### config.mk
export PLATFORM = sky130hd
export DESIGN_NAME = mips_cpu_pc_seq
export DESIGN_NICKNAME = d
export VERILOG_FILES = /design/src/rtl/mips_cpu_pc_seq.sv
export SDC_FILE = /design/constraint.sdc
export NUM_CORES = 1
export LEC_CHECK = 0
export ABC_CLOCK_PERIOD_IN_PS = 3900
export CELL_PAD_IN_SITES_DETAIL_PLACEMENT = 2
export CELL_PAD_IN_SITES_GLOBAL_PLACEMENT = 2
export CORE_ASPECT_RATIO = 0.8
export CORE_MARGIN = 2
export CORE_UTILIZATION = 26
export DETAILED_ROUTE_END_ITERATION = 8
export PLACE_DENSITY_LB_ADDON = 0.1
export SYNTH_ARGS = -nofsm -noshare
export SYNTH_HDL_FRONTEND = slang
export SYNTH_SLANG_ARGS = --single-unit
### constraint.sdc
create_clock -name clk -period 3.9 [get_ports clk]
set_input_delay 0.78 -clock clk [delete_from_list [all_inputs] [get_ports clk]]
set_output_delay 0.78 -clock clk [all_outputs]
set_load 0.02 [all_outputs]
### src/rtl/mips_cpu_pc_seq.sv
// rtl/mips_cpu_pc_seq.sv - program-counter sequencer with branch delay slot and halt detection
//
// Purpose: computes the next PC for sequential, branch, jump and jump-register
// flow, executes exactly one delay-slot instruction after every taken transfer,
// and stops the core when a transfer targets HALT_ADDR.
//
// Ports:
//   clk, reset (async, active-low), clk_enable (low = hold everything)
//   pc_ctrl[1:0]  flow select: 00 SEQ, 01 BRANCH, 10 JUMP, 11 JR
//   branch_taken  branch condition, only looked at for BRANCH
//   imm16, jidx   instruction immediate fields
//   rs_data       register value used as the JR target
//   pc            current PC (instruction address)
//   pc_plus8      link value, combinational pc+8
//   in_delay_slot pc points at a delay-slot instruction
//   active        core is running
//   addr_err      misaligned transfer target seen (sticky)
//
// Optional feature macro: MIPS_PC_ALIGN_CHECK_EN
//   defined   : misaligned targets halt the core and set addr_err
//   undefined : target bits [1:0] are cleared, addr_err is tied 0

module mips_cpu_pc_seq #(
  parameter int unsigned       ADDR_W       = 32,
  parameter logic [ADDR_W-1:0] RESET_VECTOR = ADDR_W'(32'hBFC00000),
  parameter logic [ADDR_W-1:0] HALT_ADDR    = ADDR_W'(32'h00000000)
) (
  input  logic              clk,
  input  logic              reset,
  input  logic              clk_enable,
  input  logic [1:0]        pc_ctrl,
  input  logic              branch_taken,
  input  logic [15:0]       imm16,
  input  logic [25:0]       jidx,
  input  logic [ADDR_W-1:0] rs_data,
  output logic [ADDR_W-1:0] pc,
  output logic [ADDR_W-1:0] pc_plus8,
  output logic              in_delay_slot,
  output logic              active,
  output logic              addr_err
);

  typedef enum logic [1:0] {
    S_RUN  = 2'd0,
    S_SLOT = 2'd1,
    S_HALT = 2'd2
  } state_t;

  state_t            state, state_nx;
  logic [ADDR_W-1:0] tgt_q, tgt_q_nx, pc_nx;
  logic [ADDR_W-1:0] pc_inc, br_off, jmp_tgt, tgt_raw, tgt;
  logic              xfer;

  assign pc_inc   = pc + ADDR_W'(4);
  assign pc_plus8 = pc + ADDR_W'(8);
  assign br_off   = {{(ADDR_W-18){imm16[15]}}, imm16, 2'b00};

  // The jump region bits only exist when the PC is wider than 28 bits.
  generate
    if (ADDR_W > 28) begin : g_jmp_wide
      assign jmp_tgt = {pc_inc[ADDR_W-1:28], jidx, 2'b00};
    end else begin : g_jmp_narrow
      assign jmp_tgt = {jidx, 2'b00};
    end
  endgenerate

  always_comb begin
    tgt_raw = rs_data;
    case (pc_ctrl)
      2'b01:   tgt_raw = pc_inc + br_off;
      2'b10:   tgt_raw = jmp_tgt;
      default: tgt_raw = rs_data;
    endcase
  end

  // A not-taken branch behaves exactly like a sequential step.
  assign xfer = (pc_ctrl != 2'b00) && ((pc_ctrl != 2'b01) || branch_taken);

`ifdef MIPS_PC_ALIGN_CHECK_EN
  logic misaligned, err_q, err_nx;
  assign tgt        = tgt_raw;
  assign misaligned = (tgt_raw[1:0] != 2'b00);
  assign addr_err   = err_q;
`else
  assign tgt      = tgt_raw & ~ADDR_W'(3);
  assign addr_err = 1'b0;
`endif

  always_comb begin
    state_nx = state;
    pc_nx    = pc;
    tgt_q_nx = tgt_q;
`ifdef MIPS_PC_ALIGN_CHECK_EN
    err_nx   = err_q;
`endif
    case (state)
      S_RUN: begin
        pc_nx = pc_inc;
        if (xfer) begin
`ifdef MIPS_PC_ALIGN_CHECK_EN
          if (misaligned) begin
            err_nx   = 1'b1;
            state_nx = S_HALT;
          end else begin
            tgt_q_nx = tgt;
            state_nx = S_SLOT;
          end
`else
          tgt_q_nx = tgt;
          state_nx = S_SLOT;
`endif
        end
      end
      // pc_ctrl is ignored here: a transfer sitting in a delay slot is dropped.
      S_SLOT: begin
        pc_nx    = tgt_q;
        state_nx = (tgt_q == HALT_ADDR) ? S_HALT : S_RUN;
      end
      S_HALT: state_nx = S_HALT;
      default: state_nx = S_RUN;
    endcase
  end

  always_ff @(posedge clk or negedge reset) begin
    if (!reset) begin
      state         <= S_RUN;
      pc            <= RESET_VECTOR;
      tgt_q         <= '0;
      in_delay_slot <= 1'b0;
      active        <= 1'b1;
    end else if (clk_enable) begin
      state         <= state_nx;
      pc            <= pc_nx;
      tgt_q         <= tgt_q_nx;
      in_delay_slot <= (state_nx == S_SLOT);
      active        <= (state_nx != S_HALT);
    end
  end

`ifdef MIPS_PC_ALIGN_CHECK_EN
  always_ff @(posedge clk or negedge reset) begin
    if (!reset) begin
      err_q <= 1'b0;
    end else if (clk_enable) begin
      err_q <= err_nx;
    end
  end
`endif

endmodule

# Word level (Yosys, flattened, before mapping)
# Index checks and enable logic that the tools add are counted.
[word_totals]
reg_bits = 66
latch_bits = 0
mem_bits_rw = 0
romBits = 0
output_inout_bits = 67
elab_cells = 28
n_memories = 0
[classes]
n_addsub = 3
n_mul = 0
div_mod_pow = 0
magnitude_cmp = 0
eq_ne = 7
shifts = 0
muxes = 5
n_bitwise = 0
reduce_logical = 8
[ops]
columns = ["cell", "count"]
rows = [
  ["$pmux W32 S2", 2],
  ["$add A32 B3 Y32 const B", 1],
  ["$add A32 B32 Y32", 1],
  ["$add A32 B4 Y32 const B", 1],
  ["$logic_not A32 Y1", 1],
  ["$eq A2 B1 Y1 const B", 3],
  ["$pmux W2 S3", 1],
  ["$eq A2 B2 Y1 const B", 2],
  ["$mux W2", 2],
  ["$reduce_bool A2 Y1", 2],
  ["$reduce_and A3 Y1", 1],
  ["$logic_not A2 Y1", 1],
  ["$ne A2 B1 Y1 const B", 1],
  ["$ne A2 B2 Y1 const B", 1],
  ["$reduce_and A2 Y1", 1],
  ["$logic_and A1 B1 Y1", 1],
  ["$logic_or A1 B1 Y1", 1],
]

# Longest topological paths before layout
# Gate-level depths: netlist of the first run.
[depth]
word_depth = 6
mapped_depth = 18
ltp_nobuf = 16

# Least setup slack after synthesis of the first run
# Ideal clock, no wire load.
[synth_path]
path_type = "register to register"
from = "register pc[4]"
to = "register tgt_q[30]"
arrival_time_ns = 3.765
required_ns = 3.758
slack_ns = -0.007
path_stages_with_launch = 17
period_less_slack_ns = 3.907
path_cell_list = "dfrtp_1 ha_1 clkbuf_1 nand3_1 nor4_2 nand2_1 xnor2_1 ha_1 and3_1 or3b_2 o211ai_1 a21oi_1 o31a_1 nand3b_4 o21ai_1 xnor2_1 o221ai_1"
[synth_between]
elab_chain_len = 3
[synth_lines]
columns = ["element", "line_no", "text"]
rows = [
  ["from (decl)", "36", "output logic [ADDR_W-1:0] pc,"],
  ["from (signal assigned)", "133", "pc <= pc_nx;"],
  ["$add A32 B3 Y32 (*)", "54", "assign pc_inc = pc + ADDR_W'(4);"],
  ["$add A32 B32 Y32", "70", "2'b01: tgt_raw = pc_inc + br_off;"],
  ["$pmux W32 S2 (*)", "69", "case (pc_ctrl)"],
  ["to (signal assigned)", "134", "tgt_q <= tgt_q_nx;"],
  ["to (decl)", "50", "logic [ADDR_W-1:0] tgt_q, tgt_q_nx, pc_nx;"],
]
# Mark *: on every way between the ends. The rest lies on a longest branch, timed or not.
# A chain may end at the register's enable or synchronous reset.

# Worst setup path after layout of the first run
[layout_path]
from = "register pc[6]"
to = "register tgt_q[18]"
[layout_between]
elab_chain_len = 3
[layout_lines]
columns = ["element", "line_no"]
rows = [
  ["$add A32 B3 Y32", "54"],
  ["$add A32 B32 Y32", "70"],
  ["$pmux W32 S2", "69"],
]
# No other way between the ends.

==> reports/metrics.yaml, run 1 <==
cts_tree: "done"
yosysSeqAreaShare: 0.2681
grt_setup_unrepaired: "yes"
path_clk_slew_ns: 0.05
routabilityCongestion: 0.8572
yosysTopAreaCellShare: 0.2244
area_growth_pct: 46.82
sw_frac_of_total: 0.4766
drive_above_1_share: 0.1958
synth-warning-count: 0
grt_antenna_before_repair: 0
hold_class: "input pin to asynchronous set/reset pin"
critical_path_buf_inv_count: 2
syn_area_sq_um: 6021
synth_cells: 756
synth_top_cells_by_area: "dfrtp_1 (22%), ha_1 (8.3%), xnor2_1 (6.4%), o21ai_0 (6.2%), xor2_1 (5.5%)"
start_util: 0.2661
dp_hpwl_mm: 22.12
final.setup.worst_slack_ns: 0.1363
outcome: "finished, final reports clean"
max_freq_mhz: 265.7
final_util: 0.3907
vias: 6685
core_sq_um: 22620
drt-total-wl_mm: 28.02
seqCellArea_sq_um: 1620
cp_cell_sequence: "and3_4 -> and3_4 -> buf_4 -> nand3_1 -> xnor2_1 -> buf_4 -> ha_1 -> nand2_1 -> o21ai_0 -> or4b_1 -> a31o_2 -> a21o_1 -> a21oi_2 -> mux2_1 -> a21oi_1"
track_usage: 0.2279
syn_area_per_cell_sq_um: 7.964
die_area_sq_um: 24400
wl_met3_microns: 981
synth_top_family_by_area: "compound AO/OA/AOI/OAI gates"
worstMarginPinSlew_ns: 0.9535
p_switching_mw: 3.084
fillers: 2503
yosysUniqueCellTypes: 72
synth.largest_area_cell: "dfrtp_1"
synth-xor-area-share: 0.1193
cts.sinks: 64
drt_iter0_markers: 349
synth_compound_area_frac: 0.2515
yosys.area_share.adder: 0.08645
top_layer: "met4"
ys_seq_elements: 64
critical-path-slowest-cell: "or4b_1"
cp.arrival_ns: 4.03
die_h_microns: 140.1
grt_pass1_vias: 7150
ys.flop_type: "dfrtp_1"
ys_top_cells_by_count: "nand2_1 (81), o21ai_0 (74), nor2_1 (55), dfrtp_1 (54), a21oi_1 (52)"
finalMaxSlewViolations: 0
synth_edf_count: 0
fin_crit_sh: 0.9650
vdd_drop_max_v: 0.0002017
wl_per_cell_microns: 22.22
async_reset_ff_frac: 1.000
crit_fanout: 6
hold_violations: 0
setup_violations: 0
p_leak_nw: 3.708
wl_met2_mm: 12.33
grt_pass1_wl_mm: 42.96
fin_cells: 1261
power_frac_clock: 0.120
insertion_delay_ns: 0.34
slew-limit-headroom: 0.3643
die_x_microns: 174.1
preCtsSetupSlack_ns: -0.1987
cts_root_buffer: "clkbuf_16"
critPathRequiredTime_ns: 4.16
multi_input_area_sq_um: 4352
whs_ns: 0.5066
yosys.area_share.simple: 0.2095
criticalPathCategory: "flip-flop to flip-flop"
worstSetupStartpointType: "flip-flop"
grt_overflow: 0
p_per_area_nw_per_um2: 732.1
p_seq_frac: 0.217
critical_path.max_stage_delay_ns: 0.50
met1_length_mm: 14.45
path_delay_family: "simple AND/OR/NAND/NOR gates"
muxShareOfSynthArea: 0.008520
period_minus_slack_ns: 3.764
total_power_mw: 6.472
finish.net_count: 1071
ant_nets: 0
synth_most_common_cell: "nand2_1"
firstDrtPassIters: 4
ios: 147
cts_htree_levels: 3
combPwrFrac: 0.663
cts_buffers: 9
drcViolationCount: 0
place_inst: 1229
maxCapViolCount: 0
antenna_cells: 0
p_int_mw: 3.387
fin_skew_ns: 0.005309
avgViaCountPerCell: 5.301
end_kind: "flip-flop"
grt_max_degree: 40
num_rows: 49
cts_buffer_depth: 2
numPortBuffers: 139
[metrics by stage]
| stage | area [sq um] | TNS, ns |
|---|---|---|
| final | 8840 | 0 |
| after detailed placement | 8188 | -0.5729 |
| after global placement | 8188 | 0 |
| after global routing | 8840 | -0.1783 |
| after floorplan | 6045 | 0 |
| after CTS | 8528 | 0 |
[kinds of logic after synthesis]
family                     count (synthesis)
and+or+nand+nor                          248
buffers and inverters                     79
AOI/OAI and AO/OA                        236
muxes                                      5
DFF                                       64
xor gates and xnor gates                  82
other                                      1
adders and majority gates                 41
[registers in the layout, indices dropped and copies added, names as in the netlist]
signal	flops
active	1
state	2
tgt_q	30
pc	30
in_delay_slot	1
[power by group through the flow]
| stage | Clock (mW) | Combinational (mW) | Sequential [mW] |
|---|---|---|---|
| after global placement | 0 | 3.89 | 1.37 |
| final | 0.774 | 4.29 | 1.41 |
| after CTS | 0.785 | 4.12 | 1.39 |
| after floorplan | 0 | 2.20 | 1.37 |
| after global routing | 0.806 | 4.64 | 1.45 |
| after detailed placement | 0 | 4.07 | 1.40 |
[worst register-to-register path, delay by kind of cell (launching register included)]
| kind | cells | cell delay, ns |
|---|---|---|
| multiplexers | 1 | 0.33 |
| buffers and inverters | 2 | 0.33 |
| adder cells (fa/ha/maj) | 1 | 0.29 |
| flip-flops | 1 | 0.37 |
| AO/OA/AOI/OAI | 5 | 0.91 |
| AND/OR/NAND/NOR | 5 | 1.26 |
| XOR/XNOR | 1 | 0.22 |
[metal layers]
metal,track usage,vias to the layer above
met2,0.3495,145
met5,0,-
li1,-,3144
met3,0.01710,15
met1,0.3479,3381
met4,0.04821,0
[placed cells by master, fill, tap and decap left out, types with 6 or more instances in the layout]
cell             instances
nand2_1                 80
clkbuf_16                9
nand4_1                 15
nor4_1                  11
nand3_1                 23
clkdlybuf4s50_1        136
ha_1                    37
nor2b_1                  6
o21ai_0                 73
a221oi_1                20
o22ai_1                 25
a21oi_1                 49
and3_1                  10
dfrtp_1                 49
nor2_1                  48
inv_1                   17
buf_4                  101
o31ai_1                  7
xnor2_1                 42
nor3_1                  11
dfstp_2                 10
xor2_1                  33
a21o_1                  12
[area by class of cell]
cell class | instances | area share
multi-input cells | 617 | 0.4923
repair buffers | 240 | 0.2427
flip-flops and latches | 64 | 0.1833
well taps | 306 | 0.04331
clock buffers | 16 | 0.03071
inverters | 18 | 0.007643
[what timing repair did]
action	in CTS	in global routing
endpoints found under the setup margin	10	16
cloned	0	0
pin swaps	3	14
gates resized for setup	16	42
hold buffers	0	0
buffers inserted	2	14
[final timing paths]
check	cells past startpoint	slack [ns]	to	startpoint
max	15	0.14	tgt_q[18]	pc[6]
min	1	0.51	in_delay_slot	reset
max reg2reg	15	0.14	tgt_q[18]	pc[6]
min reg2reg	2	0.51	active	active
max in group asynchronous	2	2.39	pc[3]	reset
min in group clk	2	0.51	active	active
No activity file was read; power rests on OpenSTA's default activity.
==> inputs of run 2 (changes only) <==
--- a/config.mk
+++ b/config.mk
@@ -13,6 +13,8 @@
 export CORE_UTILIZATION = 26
 export DETAILED_ROUTE_END_ITERATION = 8
 export PLACE_DENSITY_LB_ADDON = 0.1
+export REMOVE_ABC_BUFFERS = 1
+export SKIP_LAST_GASP = 1
 export SYNTH_ARGS = -nofsm -noshare
 export SYNTH_HDL_FRONTEND = slang
 export SYNTH_SLANG_ARGS = --single-unit
==> run 2 against run 1 <==
  * Combinational power decreased by 2%
  * Setup slack got worse by 0.035 ns
  * First-iteration DRC count decreased by 5.7%
  * Sequential power about the same
  * Total power decreased by 0.68%
  * Final cell count decreased by 0.24%
  * Clock skew increased by 0.0038 ns
==> reports/metrics.yaml, run 2 (synthesis gave the netlist of run 1 again) <==
outcome: "finished, final reports clean"
grt_overflow: 0
fin_crit_sh: 0.9739
core_sq_um: 22620
grt_max_degree: 42
antenna_cells: 0
worst_r2r_path_depth: 15
path_clk_slew_ns: 0.06
maxCapViolCount: 0
combPwrFrac: 0.656
finish.net_count: 1068
fin_cells: 1258
cts_htree_levels: 3
grt_pass1_wl_mm: 43.64
fin_skew_ns: 0.009125
layout_common_cells: "clkdlybuf4s50_1 (137), buf_4 (98), nand2_1 (80), o21ai_0 (74), dfrtp_1 (53)"
drt-total-wl_mm: 28.62
cts_root_buffer: "clkbuf_16"
hold_class: "input pin to asynchronous set/reset pin"
sw_frac_of_total: 0.4836
place_inst: 1235
ios: 147
track_usage: 0.2327
cts_buffers: 9
routabilityCongestion: 0.8149
p_seq_frac: 0.223
period_minus_slack_ns: 3.798
avgViaCountPerCell: 5.355
cts_tree: "done"
vias: 6737
largest_registers: "pc: 30 flops, tgt_q: 30 flops, state: 2 flops"
grt_pass1_vias: 7221
p_int_mw: 3.320
die_area_sq_um: 24400
critPathRequiredTime_ns: 4.12
drcViolationCount: 0
insertion_delay_ns: 0.35
slew-limit-headroom: 0.3973
vdd_drop_max_v: 0.0002029
start_util: 0.2661
dp_hpwl_mm: 22.63
numPortBuffers: 139
area_growth_pct: 45.34
die_x_microns: 174.1
worstSetupStartpointType: "flip-flop"
cp.arrival_ns: 4.02
worstMarginPinSlew_ns: 0.9040
cts_buffer_depth: 2
wl_per_cell_microns: 22.75
end_kind: "flip-flop"
die_h_microns: 140.1
drt_iter0_markers: 329
hold_violations: 0
p_per_area_nw_per_um2: 734.6
finalMaxSlewViolations: 0
max_freq_mhz: 263.3
criticalPathCategory: "flip-flop to flip-flop"
p_switching_mw: 3.108
p_leak_nw: 3.684
drive_above_1_share: 0.1849
num_rows: 49
grt_setup_unrepaired: "yes"
setup_violations: 0
finalInstanceArea_sq_um: 8751
grt_antenna_before_repair: 0
power_frac_clock: 0.121
firstDrtPassIters: 4
cts.sinks: 64
crit_fanout: 4
final_common_cell: "clkdlybuf4s50_1"
placed_area_sq_um: 8224
ant_nets: 0
-- run 2: cell count changes in the layout (fill, tap and decap cells not counted), sizes merged --
cell,delta
dlygate4sd2,-1
clkinvlp,+2
clkinv,+4
buf,-3
clkbuf,-6
clkdlybuf4s50,+1
-- run 2: cell type report --
class	count	area [sq um]
Clock buffer	10	239.0
Clock inverter	6	35.03
Fill cell	2490	13870
Inverter	18	67.56
Multi-Input combinational cell	617	4287
Sequential cell	64	1615
Tap cell	306	382.9
Timing Repair Buffer	237	2125
-- run 2: path summary, 6_finish.rpt --
kind                         from   endpoint  slack (ns)
setup / recovery            pc[3]  tgt_q[29]        0.10
hold / removal              reset   tgt_q[4]        0.43
setup reg to reg            pc[3]  tgt_q[29]        0.10
hold reg to reg            active     active        0.47
max in group asynchronous   reset      pc[3]        2.91
min in group clk           active     active        0.47
-- run 2: power groups by stage --
stage	Sequential (mW)	Clock (mW)	Combinational, mW
final	1.43	0.781	4.22
after global placement	1.38	0	3.93
after detailed placement	1.41	0	4.08
after CTS	1.41	0.780	4.14
after floorplan	1.52	0	1.96
after global routing	1.47	0.815	4.56
-- run 2: layer usage --
metal  track usage  wire [microns]  vias up
li1              -               -     3132
met1        0.3519           14760     3435
met2        0.3563           12540      151
met3       0.02009            1000       19
met4       0.05529             325        0
met5             0               0        -
-- run 2: repair_timing --
action                                  in CTS  in global routing
endpoints found under the setup margin       7                 13
buffers inserted                             1                  6
pin swaps                                    2                  9
hold buffers                                 0                  0
resized for setup                            6                 32
-- run 2: metrics by stage --
| stage | total power, mW | util | setup slack [ns] | TNS [ns] | hold slack [ns] |
|---|---|---|---|---|---|
| final | 6.428 | 0.3868 | 0.1017 | 0 | 0.4262 |
| after global routing | 6.844 | 0.3868 | -0.09663 | -0.3976 | 0.4563 |
| after CTS | 6.324 | 0.3775 | -0.02173 | -0.02173 | 0.4364 |
| after detailed placement | 5.496 | 0.3635 | -0.09980 | -0.3513 | 0.4721 |
| after global placement | 5.311 | 0.3635 | 0.008981 | 0 | 0.4608 |
| after floorplan | 3.480 | - | -0.03445 | -0.03445 | 0.4703 |
-- run 2: worst max-delay path, stage by stage, from the launching register on --
cell       delay, ns
dfrtp_2         0.44
ha_1            0.22
and3_2          0.24
and3_1          0.23
xor2_1          0.16
buf_4           0.16
ha_1            0.30
a21oi_1         0.22
o221ai_1        0.21
a21o_1          0.22
a21o_1          0.19
o2111ai_2       0.25
a31oi_2         0.15
a221oi_2        0.30
xor2_1          0.26
o22ai_1         0.11
